File: src/rtl/fakeram_arbiter_1024x46.sv
// Round-robin arbiter sharing one 1024x46 single-port fakeram between two
// valid/ready requesters, with an optional zero-fill sweep after reset.
module fakeram_arbiter_1024x46 #(
    parameter int BITS       = 46,
    parameter int WORD_DEPTH = 1024,
    parameter int ADDR_WIDTH = 10,
    parameter bit INIT_ZERO  = 1'b1
) (
    input  logic                  clk,
    input  logic                  rst_n,

    input  logic                  a_v_i,
    output logic                  a_ready_o,
    input  logic                  a_we_i,
    input  logic [ADDR_WIDTH-1:0] a_addr_i,
    input  logic [BITS-1:0]       a_wd_i,
    input  logic [BITS-1:0]       a_wmask_i,
    output logic                  a_rsp_v_o,
    output logic [BITS-1:0]       a_rsp_data_o,
    input  logic                  a_rsp_ready_i,

    input  logic                  b_v_i,
    output logic                  b_ready_o,
    input  logic                  b_we_i,
    input  logic [ADDR_WIDTH-1:0] b_addr_i,
    input  logic [BITS-1:0]       b_wd_i,
    input  logic [BITS-1:0]       b_wmask_i,
    output logic                  b_rsp_v_o,
    output logic [BITS-1:0]       b_rsp_data_o,
    input  logic                  b_rsp_ready_i,

    output logic                  ram_ce_o,
    output logic                  ram_we_o,
    output logic [ADDR_WIDTH-1:0] ram_addr_o,
    output logic [BITS-1:0]       ram_wd_o,
    output logic [BITS-1:0]       ram_wmask_o,
    input  logic [BITS-1:0]       ram_rd_i,

    output logic                  init_done_o
);

    localparam logic [0:0] S_INIT = 1'b0;
    localparam logic [0:0] S_RUN  = 1'b1;
    localparam logic [0:0] S_RST  = INIT_ZERO ? S_INIT : S_RUN;

    localparam logic [ADDR_WIDTH-1:0] LAST = ADDR_WIDTH'(WORD_DEPTH - 1);

    logic [0:0]            state_q, state_d;
    logic [ADDR_WIDTH-1:0] cnt_q, cnt_d;
    logic                  rr_q, rr_d;
    logic                  a_inf_q, a_inf_d;
    logic                  b_inf_q, b_inf_d;
    logic                  a_rv_q, a_rv_d;
    logic                  b_rv_q, b_rv_d;
    logic [BITS-1:0]       a_rd_q, a_rd_d;
    logic [BITS-1:0]       b_rd_q, b_rd_d;

    logic in_run;
    logic in_init;
    logic a_elig;
    logic b_elig;
    logic a_gnt;
    logic b_gnt;

    // Outputs are forced low while reset is held, even in combinational paths.
    assign in_run  = rst_n && (state_q == S_RUN);
    assign in_init = rst_n && (state_q == S_INIT);

    assign a_elig = a_v_i &&
                    (a_we_i || (!a_inf_q && (!a_rv_q || a_rsp_ready_i)));
    assign b_elig = b_v_i &&
                    (b_we_i || (!b_inf_q && (!b_rv_q || b_rsp_ready_i)));

    // rr_q == 0 favours A, rr_q == 1 favours B.
    assign a_gnt = in_run && a_elig && (!b_elig || !rr_q);
    assign b_gnt = in_run && b_elig && (!a_elig || rr_q);

    assign a_ready_o    = a_gnt;
    assign b_ready_o    = b_gnt;
    assign a_rsp_v_o    = a_rv_q;
    assign b_rsp_v_o    = b_rv_q;
    assign a_rsp_data_o = a_rd_q;
    assign b_rsp_data_o = b_rd_q;
    assign init_done_o  = in_run;

    always_comb begin
        ram_ce_o    = 1'b0;
        ram_we_o    = 1'b0;
        ram_addr_o  = '0;
        ram_wd_o    = '0;
        ram_wmask_o = '0;
        unique case (1'b1)
            in_init: begin
                ram_ce_o    = 1'b1;
                ram_we_o    = 1'b1;
                ram_addr_o  = cnt_q;
                ram_wmask_o = '1;
            end
            a_gnt: begin
                ram_ce_o    = 1'b1;
                ram_we_o    = a_we_i;
                ram_addr_o  = a_addr_i;
                ram_wd_o    = a_wd_i;
                ram_wmask_o = a_wmask_i;
            end
            b_gnt: begin
                ram_ce_o    = 1'b1;
                ram_we_o    = b_we_i;
                ram_addr_o  = b_addr_i;
                ram_wd_o    = b_wd_i;
                ram_wmask_o = b_wmask_i;
            end
            default: ;
        endcase
    end

    always_comb begin
        state_d = state_q;
        cnt_d   = cnt_q;
        if (state_q == S_INIT) begin
            cnt_d = cnt_q + 1'b1;
            if (cnt_q == LAST) begin
                state_d = S_RUN;
            end
        end
    end

    always_comb begin
        rr_d = rr_q;
        if (a_gnt) begin
            rr_d = 1'b1;
        end else if (b_gnt) begin
            rr_d = 1'b0;
        end
    end

    assign a_inf_d = a_gnt && !a_we_i;
    assign b_inf_d = b_gnt && !b_we_i;

    // Macro data is valid the cycle after the read strobe; capture it then.
    always_comb begin
        a_rv_d = a_rv_q;
        a_rd_d = a_rd_q;
        if (a_inf_q) begin
            a_rv_d = 1'b1;
            a_rd_d = ram_rd_i;
        end else if (a_rsp_ready_i) begin
            a_rv_d = 1'b0;
        end
    end

    always_comb begin
        b_rv_d = b_rv_q;
        b_rd_d = b_rd_q;
        if (b_inf_q) begin
            b_rv_d = 1'b1;
            b_rd_d = ram_rd_i;
        end else if (b_rsp_ready_i) begin
            b_rv_d = 1'b0;
        end
    end

    always_ff @(posedge clk or negedge rst_n) begin
        if (!rst_n) begin
            state_q <= S_RST;
            cnt_q   <= '0;
            rr_q    <= 1'b0;
            a_inf_q <= 1'b0;
            b_inf_q <= 1'b0;
            a_rv_q  <= 1'b0;
            b_rv_q  <= 1'b0;
            a_rd_q  <= '0;
            b_rd_q  <= '0;
        end else begin
            state_q <= state_d;
            cnt_q   <= cnt_d;
            rr_q    <= rr_d;
            a_inf_q <= a_inf_d;
            b_inf_q <= b_inf_d;
            a_rv_q  <= a_rv_d;
            b_rv_q  <= b_rv_d;
            a_rd_q  <= a_rd_d;
            b_rd_q  <= b_rd_d;
        end
    end

endmodule

File: config.mk
export PLATFORM = sky130hd
export DESIGN_NAME = fakeram_arbiter_1024x46
export DESIGN_NICKNAME = d
export VERILOG_FILES = /design/src/rtl/fakeram_arbiter_1024x46.sv
export SDC_FILE = /design/constraint.sdc
export NUM_CORES = 1
export LEC_CHECK = 0
export BUFFER_PORTS_ARGS = -buffer_cell sky130_fd_sc_hd__buf_2
export CAP_MARGIN = 0
export CORE_AREA = 8 8 171 173
export DETAILED_ROUTE_END_ITERATION = 10
export DIE_AREA = 0 0 179 181
export PLACE_DENSITY_LB_ADDON = 0.12
export SYNTH_ARGS = -nofsm -noshare
export SYNTH_HDL_FRONTEND = slang
export SYNTH_SLANG_ARGS = --single-unit
File: constraint.sdc
create_clock -name clk -period 2.3 [get_ports clk]
set_input_delay 0.575 -clock clk [delete_from_list [all_inputs] [get_ports clk]]
set_output_delay 0.575 -clock clk [all_outputs]
set_load 0.05 [all_outputs]
# Word-level counts from Yosys, hierarchy flattened
# Index checks and enable logic that the tools add are counted.
# W data, S select, Z words.
# totals
memories	0
rom_bits	0
mem_bits_rw	0
latch_bits	0
regBits	108
elab_cells	56
out_inout_bits	201
# classes
addsub	1
mul	0
div	0
magnitude_cmp	0
shifts	0
n_reduce_logical	31
eq_ne	1
bitwise	1
muxes	13
# op_table
operator	count
$pmux W46 S3	1
$pmux W46 S2	1
$pmux W10 S3	1
$logic_and A1 B1 Y1	12
$add A10 B1 Y10 const B	1
$eq A10 B10 Y1 const B	1
$logic_not A1 Y1	9
$mux W1	9
$logic_or A1 B1 Y1	6
$reduce_bool A2 Y1	3
$pmux W1 S3	1
$reduce_or A3 Y1	1
$not A1 Y1	1

# Longest topological paths before layout
# Gate-level depths: netlist (run 1).
# depth
word_depth	10
ltp_mapped	6

# Least setup slack after synthesis (run 1)
# No wires, ideal clock.
# synth_timing
path_type	reg-to-output
from	register a_rv_q (netlist: a_rsp_v_o)
to	output ram_wd_o[36]
t_arrival_ps	2287
slack_ps	-562
required_time_ps	1725
path_stages_with_launch	7
cell_sequence	dfrtp_1 or3b_1 and4b_1 nor3_2 buf_4 buf_4 a22o_1
# synth_via
elab_chain_len	9
# synth_lines
item	line	source
start, declared	53	logic a_rv_q, a_rv_d;
start signal, assigned	180	a_rv_q <= a_rv_d;
$logic_not A1 Y1	70	(a_we_i || (!a_inf_q && (!a_rv_q || a_rsp_ready_i)));
$logic_or A1 B1 Y1	70	
$logic_and A1 B1 Y1	70	
$logic_or A1 B1 Y1	70	
$logic_and A1 B1 Y1	69	assign a_elig = a_v_i &&
$logic_not A1 Y1	76	assign b_gnt = in_run && b_elig && (!a_elig || rr_q);
$logic_or A1 B1 Y1	76	
$logic_and A1 B1 Y1	76	
named net b_ready_o	23	output logic b_ready_o,
$pmux W46 S2	92	unique case (1'b1)
end, declared	35	output logic [BITS-1:0] ram_wd_o,
# The timed path passes the listed nets, and every way through them passes these cells.

# Final worst setup path (run 1)
# layout_timing
from	register a_rv_q (netlist: a_rsp_v_o)
to	output ram_wmask_o[5]
# layout_via
elab_chain_len	9
# layout_lines
item	line	source
$logic_not A1 Y1 (*)	70	
$logic_or A1 B1 Y1 (*)	70	
$logic_and A1 B1 Y1 (*)	70	
$logic_or A1 B1 Y1 (*)	70	
$logic_and A1 B1 Y1 (*)	69	
$logic_not A1 Y1	76	
$logic_or A1 B1 Y1	76	
$logic_and A1 B1 Y1	76	
$pmux W46 S3 (*)	92	
end, declared	36	output logic [BITS-1:0] ram_wmask_o,
# Every way passes the cells marked *; elsewhere a longest branch is shown, timed or not.

==> results.txt, run 1 <==
The run finished, with violations left. The checks that failed: negative setup slack. The critical path data arrival time came out at about 2.2 ns. The number of clock sinks seen by CTS is 108. Based on the critical path, the design can be clocked at up to approximately 0.37 GHz.

The post-route clock period utilization is 1.19. The initial antenna violation count is 13. The worst register-to-register path has a depth of 6. The width of the die came out at roughly 180 µm. For this run, asynchronously set or reset flops after synthesis account for 1.00. For this run, the register share of the synthesized area comes to 0.507. The synthesized area per cell came out at 13.3 µm². The worst register-to-register path begins at b_rsp_v_o$_DFFE_PN0P_. At the pin with the least slew margin, the transition time is 0.768 ns. At the end of the flow, the number of nets in the layout was around 1100. The clock latency at the later pin of the worst-skew pair came out at between 0.3 and 0.4 ns. The leakage power figure is approximately 5.6 nW. The sequential fraction of design power is 0.428. The global-route wire length before repair is slightly above 40000 µm. The maximum count of clock buffers along a single path is 2.

The fraction of power consumed by the clock network came out at 0.400. The biggest area contributor in the post-synthesis netlist is sky130_fd_sc_hd__dfrtp_1. The critical path startpoint is a_rsp_v_o$_DFFE_PN0P_. Cell internal power was estimated by the tool at roughly 0.0032 W. Across every metal layer, demand over resource in global routing totals 0.170. Adding up every negative setup slack in the final design gives -42.20 ns. The via count of the first global-routing pass came out at just over 6000.

The hold-critical path depth came out at 2. The final instance area came out at approximately 0.010 mm². The clock tree from TritonCTS is yes. The unique cell type count in the Yosys netlist came out at 33.

The overall routed net length came out at a little under 30000 µm. In this run the worst setup path terminates at ram_wmask_o[5]. The final weighted congestion in routability-driven placement is around 0.79. The post-layout minimum cycle time is approximately 2.7 ns.

The share of total power dissipated in combinational logic is 0.172. In this run the worst hold path is classified as input pin to register. STA classifies the critical path endpoint as an output pin.

After synthesis the cells add up to about 0.0053 mm². The root buffer cell is sky130_fd_sc_hd__clkbuf_16. The total of max-cap violations came out at 0. Setup repair after global routing could not meet its margin everywhere. The number of synthesized flops with an enable pin came out at 0.

The number of buffers added on ports is between 400 and 500. Detailed placement ended at an HPWL of 23800 µm. The detailed-route via count came out at ~5600. The max-slew violation count is 0. The required time at the endpoint of the critical path came out at 1.73 ns. The tightest slew margin relative to the limit came out at 0.488.

By startpoint and endpoint, the worst setup path is classified as register to output pin. The smallest setup slack after layout is -0.437 ns. STA classifies the critical path startpoint as a register. The starting utilization of the core area is 0.201.

In this run, placement finished with an instance count of approximately 1200. The die span in y came out at roughly 180 µm. The remaining antenna violation count came out at 0.

In the final routed layout, each cell accounts on average for between 20 and 25 µm. The residual overflow from global routing came out at 0. The count of unresolved DRC violations after routing is 0. The post-place instance area came out at a little over 0.009 mm². The final instance count without filler cells is roughly 1200. Counting the buffers created by CTS gives 9. Of the cells placed in the final design, the portion with a size suffix greater than 1 is 0.720. The number of nets handed over by synthesis was 660. The full die area is 0.0324 mm².

The reported net switching power is around 0.0012 W. The synthesized design contains about 110 register bits. The average via count per standard cell came out at approximately 4.5. Sorting the synthesized cells by area gives the leading types as sky130_fd_sc_hd__dfrtp_1 (51%), sky130_fd_sc_hd__mux2_1 (20%), sky130_fd_sc_hd__a221o_1 (11%). For this run, the share of the core covered by cells in the final layout is 0.386. Of the post-synthesis cell area, the dominant cell type holds 0.507.

Clock-pin slew was measured on the worst setup and hold paths at ~0.080 ns. Overall power consumption after layout is estimated at about 0.0044 W. The power density of the placed cells came out at ~430 mW/mm². The number of warnings issued by yosys came out at 0.

The count of pins on the block boundary came out at approximately 460. The number of design-rule violations left by the first detailed-router iteration came out at between 200 and 250. The core area is roughly 0.027 mm². The total iterations of the first detailed-routing run came out at 4. Of the total power, the share spent switching nets is 0.269. The maximum number of pins on one net before global-route repair came out at between 50 and 60.

After clock tree synthesis, the flow added hold-fix buffers numbering 0. The minimum setup slack among reg-to-reg paths is 0.60 ns. Clock skew on the completed layout was measured at slightly below 0.007 ns. The number of core rows is 60.

The area overhead of the layout relative to synthesis came out at 92.0%. The number of levels in the clock H-tree is 3. The cell count after synthesis came out at between 400 and 500.

The highest ir drop seen on vdd is 0.330 mV. The dominant register cell in the synthesized netlist is sky130_fd_sc_hd__dfrtp_1. The setup-violating endpoint count in the final report is ~110. The total count of hold-check failures in the final report came out at 0. In this run the critical register-to-register path is captured at a_inf_q$_DFF_PN0_. In this run the worst path has a maximum fanout of 26.
==> worst max-delay path: stages, from the launching register on <==
cell	delay [ns]
sky130_fd_sc_hd__dfrtp_2	0.40
sky130_fd_sc_hd__or3b_4	0.23
sky130_fd_sc_hd__and4b_1	0.25
sky130_fd_sc_hd__nor3_4	0.06
sky130_fd_sc_hd__buf_6	0.13
sky130_fd_sc_hd__buf_12	0.15
sky130_fd_sc_hd__a221o_2	0.41
sky130_fd_sc_hd__buf_12	0.16
==> layout by cell type, fill, tap and decap left out, types with 2 or more instances in the layout <==
| cell | n |
|---|---|
| sky130_fd_sc_hd__a21o_1 | 2 |
| sky130_fd_sc_hd__a221o_2 | 56 |
| sky130_fd_sc_hd__a22o_2 | 26 |
| sky130_fd_sc_hd__a22o_4 | 20 |
| sky130_fd_sc_hd__and2_1 | 10 |
| sky130_fd_sc_hd__buf_12 | 56 |
| sky130_fd_sc_hd__buf_2 | 351 |
| sky130_fd_sc_hd__buf_4 | 29 |
| sky130_fd_sc_hd__buf_6 | 49 |
| sky130_fd_sc_hd__buf_8 | 23 |
| sky130_fd_sc_hd__bufinv_16 | 2 |
| sky130_fd_sc_hd__clkbuf_16 | 10 |
| sky130_fd_sc_hd__dfrtp_1 | 104 |
| sky130_fd_sc_hd__dfrtp_2 | 4 |
| sky130_fd_sc_hd__diode_2 | 7 |
| sky130_fd_sc_hd__inv_1 | 4 |
| sky130_fd_sc_hd__inv_8 | 2 |
| sky130_fd_sc_hd__mux2_1 | 93 |
| sky130_fd_sc_hd__nand2_1 | 3 |
| sky130_fd_sc_hd__nand2b_1 | 3 |
| sky130_fd_sc_hd__nand3_1 | 3 |
| sky130_fd_sc_hd__nand3_2 | 2 |
| sky130_fd_sc_hd__nand3b_1 | 2 |
| sky130_fd_sc_hd__nand4_1 | 2 |
| sky130_fd_sc_hd__nor2_1 | 2 |
| sky130_fd_sc_hd__or3b_4 | 2 |
| sky130_fd_sc_hd__xnor2_1 | 9 |
==> how the worst min path moves through the flow <==
stage	end	from	slack (ns)
global placement	b_rsp_data_o[31]$_DFFE_PN0P_	b_rsp_data_o[31]$_DFFE_PN0P_	0.46
floorplan	a_inf_q$_DFF_PN0_	rst_n	0.28
CTS	a_rsp_data_o[22]$_DFFE_PN0P_	ram_rd_i[22]	0.43
global route	b_rsp_data_o[34]$_DFFE_PN0P_	ram_rd_i[34]	0.44
detailed placement	a_rsp_data_o[35]$_DFFE_PN0P_	a_rsp_data_o[35]$_DFFE_PN0P_	0.47
finish	b_rsp_data_o[24]$_DFFE_PN0P_	ram_rd_i[24]	0.44
==> layout make-up <==
type	instances	area, µm²
Multi-Input combinational cell	250	2720
Timing Repair Buffer	509	4020
Antenna cell	7	17.5
Clock buffer	9	225
Fill cell	2657	16300
Sequential cell	108	2710
Clock inverter	7	108
Tap cell	341	427
Inverter	4	15.0
==> cell families after synthesis <==
logic type      Yosys count  share of synthesized area
compound gates          109                      0.191
flops                   108                      0.507
mux                      93                      0.196
buf+inv                  43                     0.0415
simple gates             38                     0.0476
xor+xnor                  9                     0.0148
fa+ha+maj                 1                    0.00235
==> power by group through the flow <==
stage | combinational [W] | sequential (W) | clock [W]
after floorplan | 0.000247 | 0.00194 | 0
after global placement | 0.000733 | 0.00193 | 0
after detailed placement | 0.000733 | 0.00193 | 0
after CTS | 0.000768 | 0.00190 | 0.00184
after global routing | 0.000811 | 0.00190 | 0.00190
final | 0.000762 | 0.00190 | 0.00177
==> sequential cells by signal, summed over array words and instances, names as in the netlist <==
signal	count
a_rsp_data_o	46
b_rsp_data_o	46
cnt_q	10
a_inf_q	1
a_rsp_v_o	1
b_inf_q	1
b_rsp_v_o	1
rr_q	1
state_q	1
==> per-layer routing <==
metal / routed length (µm) / up-vias / part of all wire / track usage
met5: 80 / - / 0.0028 / 0
li1: - / 2555 / - / -
met3: 3020 / 36 / 0.10 / 0.0673
met1: 11500 / 2710 / 0.40 / 0.199
met2: 13900 / 271 / 0.48 / 0.280
met4: 508 / 12 / 0.018 / 0.0559
==> synthesized netlist by cell type (2+ instances only) <==
| master | instances |
|---|---|
| sky130_fd_sc_hd__a21o_1 | 2 |
| sky130_fd_sc_hd__mux2_1 | 93 |
| sky130_fd_sc_hd__nor2_1 | 3 |
| sky130_fd_sc_hd__nand2_1 | 3 |
| sky130_fd_sc_hd__nand3_1 | 4 |
| sky130_fd_sc_hd__nand3b_1 | 2 |
| sky130_fd_sc_hd__dfrtp_1 | 108 |
| sky130_fd_sc_hd__nand4_1 | 2 |
| sky130_fd_sc_hd__a221o_1 | 56 |
| sky130_fd_sc_hd__buf_2 | 6 |
| sky130_fd_sc_hd__buf_4 | 14 |
| sky130_fd_sc_hd__nand2b_1 | 3 |
| sky130_fd_sc_hd__inv_1 | 4 |
| sky130_fd_sc_hd__clkbuf_1 | 19 |
| sky130_fd_sc_hd__and2_1 | 10 |
| sky130_fd_sc_hd__xnor2_1 | 9 |
| sky130_fd_sc_hd__or3b_1 | 2 |
| sky130_fd_sc_hd__a22o_1 | 46 |
==> per-stage QoR <==
stage / hold WS [ns] / setup slack, ns
floorplan: 0.279 / -0.254
global placement: 0.463 / -0.543
detailed placement: 0.469 / -0.542
CTS: 0.427 / -0.472
global route: 0.441 / -0.562
finish: 0.443 / -0.437
==> timing repair <==
item / 4_1_cts / 5_1_grt
pin swaps: 3 / 2
cloned: 0 / 1
setup endpoints to repair: 106 / 106
buffers inserted: 1 / 2
gates resized for setup: 141 / 23
No activity file was read; power rests on OpenSTA's default activity.
==> run 2: changes to the inputs <==
- MAX_ROUTING_LAYER: not set -> met4
==> run 2 against run 1 <==
  * The flow still finishes with violations (negative setup slack)
  * Combinational power about the same
  * Count of clock-buffer cells in the layout unchanged
  * Cell count increased by 0.49%
  * Critical endpoint unchanged
  * Sequential share of layout area about the same
  * Utilization increased by 0.057 points
  * Die area unchanged
  * Worst hold slack improved by 0.0025 ns
==> results.txt, run 2 (synthesized netlist as in run 1, its figures left out) <==
The required time at the endpoint of the critical path is 1.73 ns (about the same). The starting utilization of the core area came to 0.201 (unchanged). The via count of the first global-routing pass came to 6077 (+0.35%).

The power density of the placed cells came to 432 mW/mm² (-0.18%). The highest ir drop seen on vdd came out at 0.327 mV (-0.92%). The post-layout minimum cycle time is 2.74 ns (+0.000771 ns). The net switching fraction of the power was 0.269 (about the same). The max-slew violation count came out at 0 (unchanged). The initial antenna violation count is 12 (-1). The kind of start point of the critical path is a register. The die span in y came out at 181 µm (unchanged).

The overall routed net length came to 28900 µm (-0.17%). The number of design-rule violations left by the first detailed-router iteration came to 243 (+7.0%). The final weighted congestion in routability-driven placement is 0.800 (+1.4%). The ratio of cells with drive above 1 in the final layout was 0.720 (unchanged). The critical path data arrival time came to 2.16 ns (about the same).

The worst clock skew came to 0.00633 ns (-0.000485 ns). The worst stage delay on the critical path is 0.41 ns (about the same). Counting stages on the worst path, the most repeated cell is sky130_fd_sc_hd__buf_12. The global-route wire length before repair is 41500 µm (-0.28%). The total count of hold-check failures in the final report came out at 0 (unchanged).

The detailed-route via count is 5523 (-1.1%). The number of buffers added on ports was 458 (unchanged). Leaving out fill and tap cells, the most frequent cells in the layout are sky130_fd_sc_hd__buf_2 (351), sky130_fd_sc_hd__dfrtp_1 (104), sky130_fd_sc_hd__mux2_1 (93). The routed wirelength normalized by instance count came out at 23.3 µm (-0.66%). The number of levels in the clock H-tree is 3 (unchanged). The sequential fraction of design power came out at 0.428 (about the same). The remaining antenna violation count is 0 (unchanged).

The checks that failed: negative setup slack. The root buffer cell is sky130_fd_sc_hd__clkbuf_16. Setup repair after global routing could not meet its margin everywhere. The smallest setup slack after layout came out at -0.438 ns (-0.000771 ns). TritonCTS built the clock tree. The clock latency at the later pin of the worst-skew pair came out at 0.36 ns (about the same). The fraction of power consumed by the clock network is 0.399 (about the same).

Traced cell by cell, the critical path runs through or3b_4, and4b_1, nor3_4, buf_6, buf_12, a221o_2, buf_12. The final instance area came out at 0.0103 mm² (+0.15%). The post-place instance area is 0.00930 mm² (unchanged).

The cell internal power dissipation came out at 0.00324 W (about the same). The residual overflow from global routing is 0 (unchanged). By startpoint and endpoint, the worst setup path is classified as register to output pin.

The all-layer global routing usage was 0.175 (+0.00495). The number of clock sinks seen by CTS is 108 (unchanged). The sequential cell area is 0.00271 mm² (unchanged). The slew at the pin closest to its max-slew limit came to 0.771 ns (+0.00342 ns).

The leakage power figure is 5.62 nW (about the same). The area of the multi-input gates came to 0.00272 mm² (unchanged). The top fanout value on the critical path came out at 26 (unchanged). The placed wire-length estimate came to 23800 µm (unchanged). The count of unresolved DRC violations after routing is 0 (unchanged). The master of the slowest instance on the critical path is sky130_fd_sc_hd__a221o_2. The cell count after placement is 1208 (unchanged). The total of max-cap violations was 0 (unchanged). The full die area came out at 0.0324 mm² (unchanged).

The area overhead of the layout relative to synthesis came out at 92.2%. The maximum frequency from static timing analysis came to 0.365 GHz (about the same). The core area is 0.0265 mm² (unchanged).

The maximum count of clock buffers along a single path came out at 2 (unchanged). Leaving out fill and tap cells, the most frequent cell in the layout is sky130_fd_sc_hd__buf_2. The tightest slew margin relative to the limit is 0.486 (-0.00228). The setup-violating endpoint count in the final report is 105 (unchanged). The total iterations of the first detailed-routing run came to 4 (unchanged).

The post-route clock period utilization is 1.19 (about the same). The layout net count is 1141 (unchanged). The worst hold path belongs to the class input pin to register.

The hold-fix buffer count after cts is 0 (unchanged). The final instance count without filler cells is 1241 (+0.49%). The width of the die was 179 µm (unchanged). The endpoint type of the worst setup path is an output pin. The clock-pin slew of the registers on the worst-case setup and hold paths is 0.08 ns (about the same). The maximum number of pins on one net before global-route repair came to 56 (unchanged). The flow ran to the end, but the final reports show violations. The minimum setup slack among reg-to-reg paths is 0.60 ns (about the same). The reported net switching power came out at 0.00119 W (-0.11%).

The number of fill cells in the layout is 2654 (-0.11%). The average via count per standard cell is 4.45 (-1.6%). The number of buffers created by CTS is 9 (unchanged).

The post-layout utilization of the core came out at 0.387 (+0.000566). The share of total power in combinational logic is 0.172 (about the same). The number of core rows came to 60 (unchanged). The count of pins on the block boundary came to 459 (unchanged).
[run 2: stage by stage]
| stage | power (W) | setup WS (ns) | hold slack (ns) | setup TNS, ns |
|---|---|---|---|---|
| after CTS | 0.00451 | -0.472 | 0.427 | -46.12 |
| after detailed placement | 0.00267 | -0.542 | 0.469 | -50.71 |
| final | 0.00443 | -0.438 | 0.446 | -42.18 |
| after global routing | 0.00461 | -0.562 | 0.441 | -54.17 |
| after floorplan | 0.00218 | -0.254 | 0.279 | -21.51 |
| after global placement | 0.00267 | -0.543 | 0.463 | -50.33 |
[run 2: path summary, 6_finish.rpt]
path,start,to,cells past startpoint
worst max-delay path,a_rsp_v_o$_DFFE_PN0P_,ram_wmask_o[5],7
worst min-delay path,ram_rd_i[24],b_rsp_data_o[24]$_DFFE_PN0P_,2
worst max register to register,b_rsp_v_o$_DFFE_PN0P_,a_inf_q$_DFF_PN0_,6
worst min register to register,b_rsp_data_o[40]$_DFFE_PN0P_,b_rsp_data_o[40]$_DFFE_PN0P_,1
max in group asynchronous,rst_n,b_inf_q$_DFF_PN0_,4
min in group asynchronous,rst_n,b_rsp_data_o[19]$_DFFE_PN0P_,3
[run 2: cell type report]
| type | count | area share |
|---|---|---|
| repair buffers | 509 | 0.392 |
| multi-input cells | 250 | 0.265 |
| flip-flops and latches | 108 | 0.264 |
| well taps | 341 | 0.0416 |
| clock buffers | 9 | 0.0220 |
| clock inverters | 7 | 0.0105 |
| diodes | 13 | 0.00317 |
| inverters | 4 | 0.00146 |
[run 2: timing repair]
action	CTS	global route
gates resized for setup	141	23
setup endpoints to repair	106	106
pin swaps	3	2
buffers inserted	1	2
gates cloned	0	1
[run 2: routing by layer]
layer | share of wire | routed length, µm | GRT usage | vias up
met3 | 0.11 | 3110 | 0.0673 | 23
met5 | 0 | 0 | - | -
met1 | 0.40 | 11500 | 0.199 | 2666
met4 | 0.017 | 500 | 0.0559 | 0
met2 | 0.48 | 13800 | 0.280 | 276
li1 | - | - | - | 2558
[run 2: power by group through the flow]
stage                     registers (W)  clock network (W)  logic [W]
after floorplan                 0.00194                  0   0.000247
after global placement          0.00193                  0   0.000733
after detailed placement        0.00193                  0   0.000733
after CTS                       0.00190            0.00184   0.000768
after global routing            0.00190            0.00190   0.000811
final                           0.00190            0.00177   0.000762
[run 2: critical path, delay by kind of cell, from the launching register on]
family | cells | cell delay [ns]
AOI/OAI and AO/OA | 1 | 0.41
DFF | 1 | 0.40
buffers and inverters | 3 | 0.45
and+or+nand+nor | 3 | 0.54
==> run 3: changes to the inputs <==
- CTS_BUF_LIST: not set -> sky130_fd_sc_hd__clkbuf_16
- PLACE_DENSITY_LB_ADDON: 0.12 -> not set
==> run 3 against run 2 <==
  * The flow still finishes with violations (negative setup slack)
  * First-iteration DRC count fell by 1.2%
  * Count of clock-buffer cells in the layout did not move
  * Sequential power barely moved
  * Total power fell by 3.7%
  * Highest routed layer unchanged
  * Design area rose by 1.6%
  * Largest cell class unchanged
  * Clock power fell by 8%
  * Non-clock buffer count rose by 5
  * Cell count rose by 0.24%
  * Critical endpoint is now ram_wmask_o[15]
  * Global-route usage fell by 0.079 points
  * Critical path type unchanged
  * Maximum frequency fell by 3.9%
  * Wire length rose by 2.9%
==> results.txt, run 3 (synthesized netlist as in run 1, its figures left out) <==
The run finished, with violations left. The checks that failed: negative setup slack. The cell count after placement is 1190 (-1.5%). The post-route clock period utilization was 1.24 (+0.0478). The global-route wire length before repair came out at 41200 µm (-0.65%). The endpoint type of the worst setup path is an output pin.

TritonCTS built the clock tree. The root buffer cell chosen for the clock tree is sky130_fd_sc_hd__clkbuf_16. The routed length on met2 came out at 14100 µm (+2.1%). The final instance count without filler cells is 1244 (+0.24%). The critical path data arrival time came to 2.27 ns (+0.11 ns).

The number of buffers added on ports came out at 458 (unchanged). The slew at the pin closest to its max-slew limit is 0.912 ns (+0.140 ns). The share of total power in combinational logic came out at 0.174 (+0.002). The smallest setup slack after layout is -0.548 ns (-0.110 ns).

The detailed-route via count was 5790 (+4.8%). The overall routed net length was 29800 µm (+2.9%). The net switching fraction of the power is 0.273 (+0.00426). Setup repair after global routing could not meet its margin everywhere. The final weighted congestion in routability-driven placement came out at 0.847 (+5.8%). The library cells used most frequently in the layout, excluding fill and tap cells, are sky130_fd_sc_hd__buf_2 (350), sky130_fd_sc_hd__dfrtp_1 (104), sky130_fd_sc_hd__mux2_1 (93). The clock latency at the later pin of the worst-skew pair came out at 0.35 ns (about the same).

The fraction of power consumed by the clock network came out at 0.381 (-0.018). The power density of the placed cells came out at 409 mW/mm² (-5.2%). The via count of the first global-routing pass is 6381 (+5.0%). The full die area came out at 0.0324 mm² (unchanged). The area of the multi-input gates is 0.00281 mm² (+3.4%). The ratio of cells with drive above 1 in the final layout came out at 0.725 (+0.00493). The total iterations of the first detailed-routing run came out at 4 (unchanged). Leaving out fill and tap cells, the most frequent cell in the layout is sky130_fd_sc_hd__buf_2. Signal routing reaches up to met4. In this run the worst hold path is classified as input pin to asynchronous set/reset pin. The met3 routed wirelength came out at 3150 µm (+1.1%). The count of pins on the block boundary is 459 (unchanged). The final sum of negative setup slack is -51.34 ns (-9.16 ns). The total count of hold-check failures in the final report came out at 0 (unchanged).

The sequential fraction of design power came out at 0.445 (+0.017). The sequential cell area is 0.00271 mm² (unchanged). The highest ir drop seen on vdd is 0.333 mV (+1.7%). The number of fill cells in the layout was 2576 (-2.9%). The number of core rows came to 60 (unchanged). The required time at the endpoint of the critical path is 1.73 ns (about the same). The die span in y came to 181 µm (unchanged). The routed wirelength normalized by instance count is 23.9 µm (+2.6%).

The starting utilization of the core area was 0.201 (unchanged). STA classifies the critical path startpoint as a register. The maximum number of pins on one net before global-route repair came out at 70 (+25%).

The leakage power figure is 5.71 nW (+1.6%). The number of buffers created by CTS is 9 (unchanged). The core area came out at 0.0265 mm² (unchanged). The number of design-rule violations left by the first detailed-router iteration came out at 240 (-1.2%). The worst clock skew is 0.0117 ns (+0.00539 ns). The hold-fix buffer count after cts is 0 (unchanged). The total of max-cap violations is 0 (unchanged). The remaining antenna violation count is 0 (unchanged).

The routed metal-1 wire length is 11200 µm (-2.1%). The setup-violating endpoint count in the final report was 106 (+0.95%). The average via count per standard cell came out at 4.65 (+4.6%). The cell internal power dissipation came out at 0.00310 W (-4.3%). The layout net count is 1146 (+0.44%).

The number of levels in the clock H-tree is 3 (unchanged). The post-layout minimum cycle time was 2.85 ns (+0.110 ns). The number of clock sinks seen by CTS is 108 (unchanged). The area overhead of the layout relative to synthesis came out at 95.3%. The maximum frequency from static timing analysis is 0.351 GHz (-3.9%). The top fanout value on the critical path came out at 12 (-54%). The clock-pin slew of the registers on the worst-case setup and hold paths was 0.08 ns (about the same). The placed wire-length estimate is 22600 µm (-4.8%). The count of unresolved DRC violations after routing came out at 0 (unchanged). The initial antenna violation count came out at 12 (unchanged). By startpoint and endpoint, the worst setup path is classified as register to output pin. The maximum count of clock buffers along a single path is 2 (unchanged). The residual overflow from global routing came to 0 (unchanged).

The all-layer global routing usage came out at 0.175 (-0.000794). The reported net switching power came to 0.00116 W (-2.2%). The max-slew violation count is 0 (unchanged). The tightest slew margin relative to the limit came to 0.392 (-0.0935). The width of the die was 179 µm (unchanged).
[run 3: final cells by class]
type | instances | area share
tap | 341 | 0.0410
clock inverter | 7 | 0.00781
inverter | 4 | 0.00144
clock buffer | 9 | 0.0216
multi-input combinational | 250 | 0.270
sequential | 108 | 0.260
timing repair buffer | 514 | 0.396
antenna | 11 | 0.00264
[run 3: worst paths after layout]
kind / to / depth (start not counted) / slack (ns) / start
max in group asynchronous: b_rsp_data_o[14]$_DFFE_PN0P_ / 4 / 0.91 / rst_n
min in group clk: b_inf_q$_DFF_PN0_ / 2 / 0.43 / b_we_i
min: a_rsp_data_o[23]$_DFFE_PN0P_ / 3 / 0.28 / rst_n
max: ram_wmask_o[15] / 8 / -0.55 / a_rsp_v_o$_DFFE_PN0P_
max reg2reg: a_inf_q$_DFF_PN0_ / 9 / 0.50 / a_rsp_v_o$_DFFE_PN0P_
min reg2reg: a_rsp_data_o[12]$_DFFE_PN0P_ / 1 / 0.48 / a_rsp_data_o[12]$_DFFE_PN0P_
[run 3: worst max-delay path, cell delays in order, from the launching register on]
cell and delay (ns):
sky130_fd_sc_hd__dfrtp_2 0.36, sky130_fd_sc_hd__or3b_4 0.37, sky130_fd_sc_hd__buf_4 0.15, sky130_fd_sc_hd__nand3_4 0.08
sky130_fd_sc_hd__nor3b_4 0.06, sky130_fd_sc_hd__buf_6 0.17, sky130_fd_sc_hd__buf_12 0.15, sky130_fd_sc_hd__a221o_2 0.40
sky130_fd_sc_hd__buf_12 0.16
[run 3: routing by layer]
metal	global-route usage	vias to the layer above
met3	0.0611	64
met2	0.275	345
met1	0.195	2811
met4	0.0804	0
met5	-	-
li1	-	2570
[run 3: repair_timing]
| action | 4_1_cts | 5_1_grt |
|---|---|---|
| cloned | 8 | 8 |
| pin swaps | 7 | 30 |
| resized for setup | 189 | 19 |
| buffers inserted | 12 | 3 |
| endpoints found under the setup margin | 106 | 106 |
[run 3: per-stage QoR]
step / area [µm²] / hold slack, ns / setup WS, ns / power (W) / utilization
after global placement: 8920 / 0.462 / -0.587 / 0.00260 / 0.337
after floorplan: 5620 / 0.279 / -0.254 / 0.00218 / -
after CTS: 10200 / 0.262 / -0.603 / 0.00433 / 0.384
after detailed placement: 8920 / 0.469 / -0.632 / 0.00260 / 0.337
final: 10400 / 0.275 / -0.548 / 0.00426 / 0.393
after global routing: 10400 / 0.280 / -0.623 / 0.00444 / 0.393
[run 3: power groups by stage]
stage | clock network, W | logic [W] | registers (W)
detailed placement | 0 | 0.000667 | 0.00193
floorplan | 0 | 0.000247 | 0.00194
finish | 0.00162 | 0.000743 | 0.00190
global placement | 0 | 0.000665 | 0.00193
global route | 0.00176 | 0.000782 | 0.00190
CTS | 0.00170 | 0.000738 | 0.00190
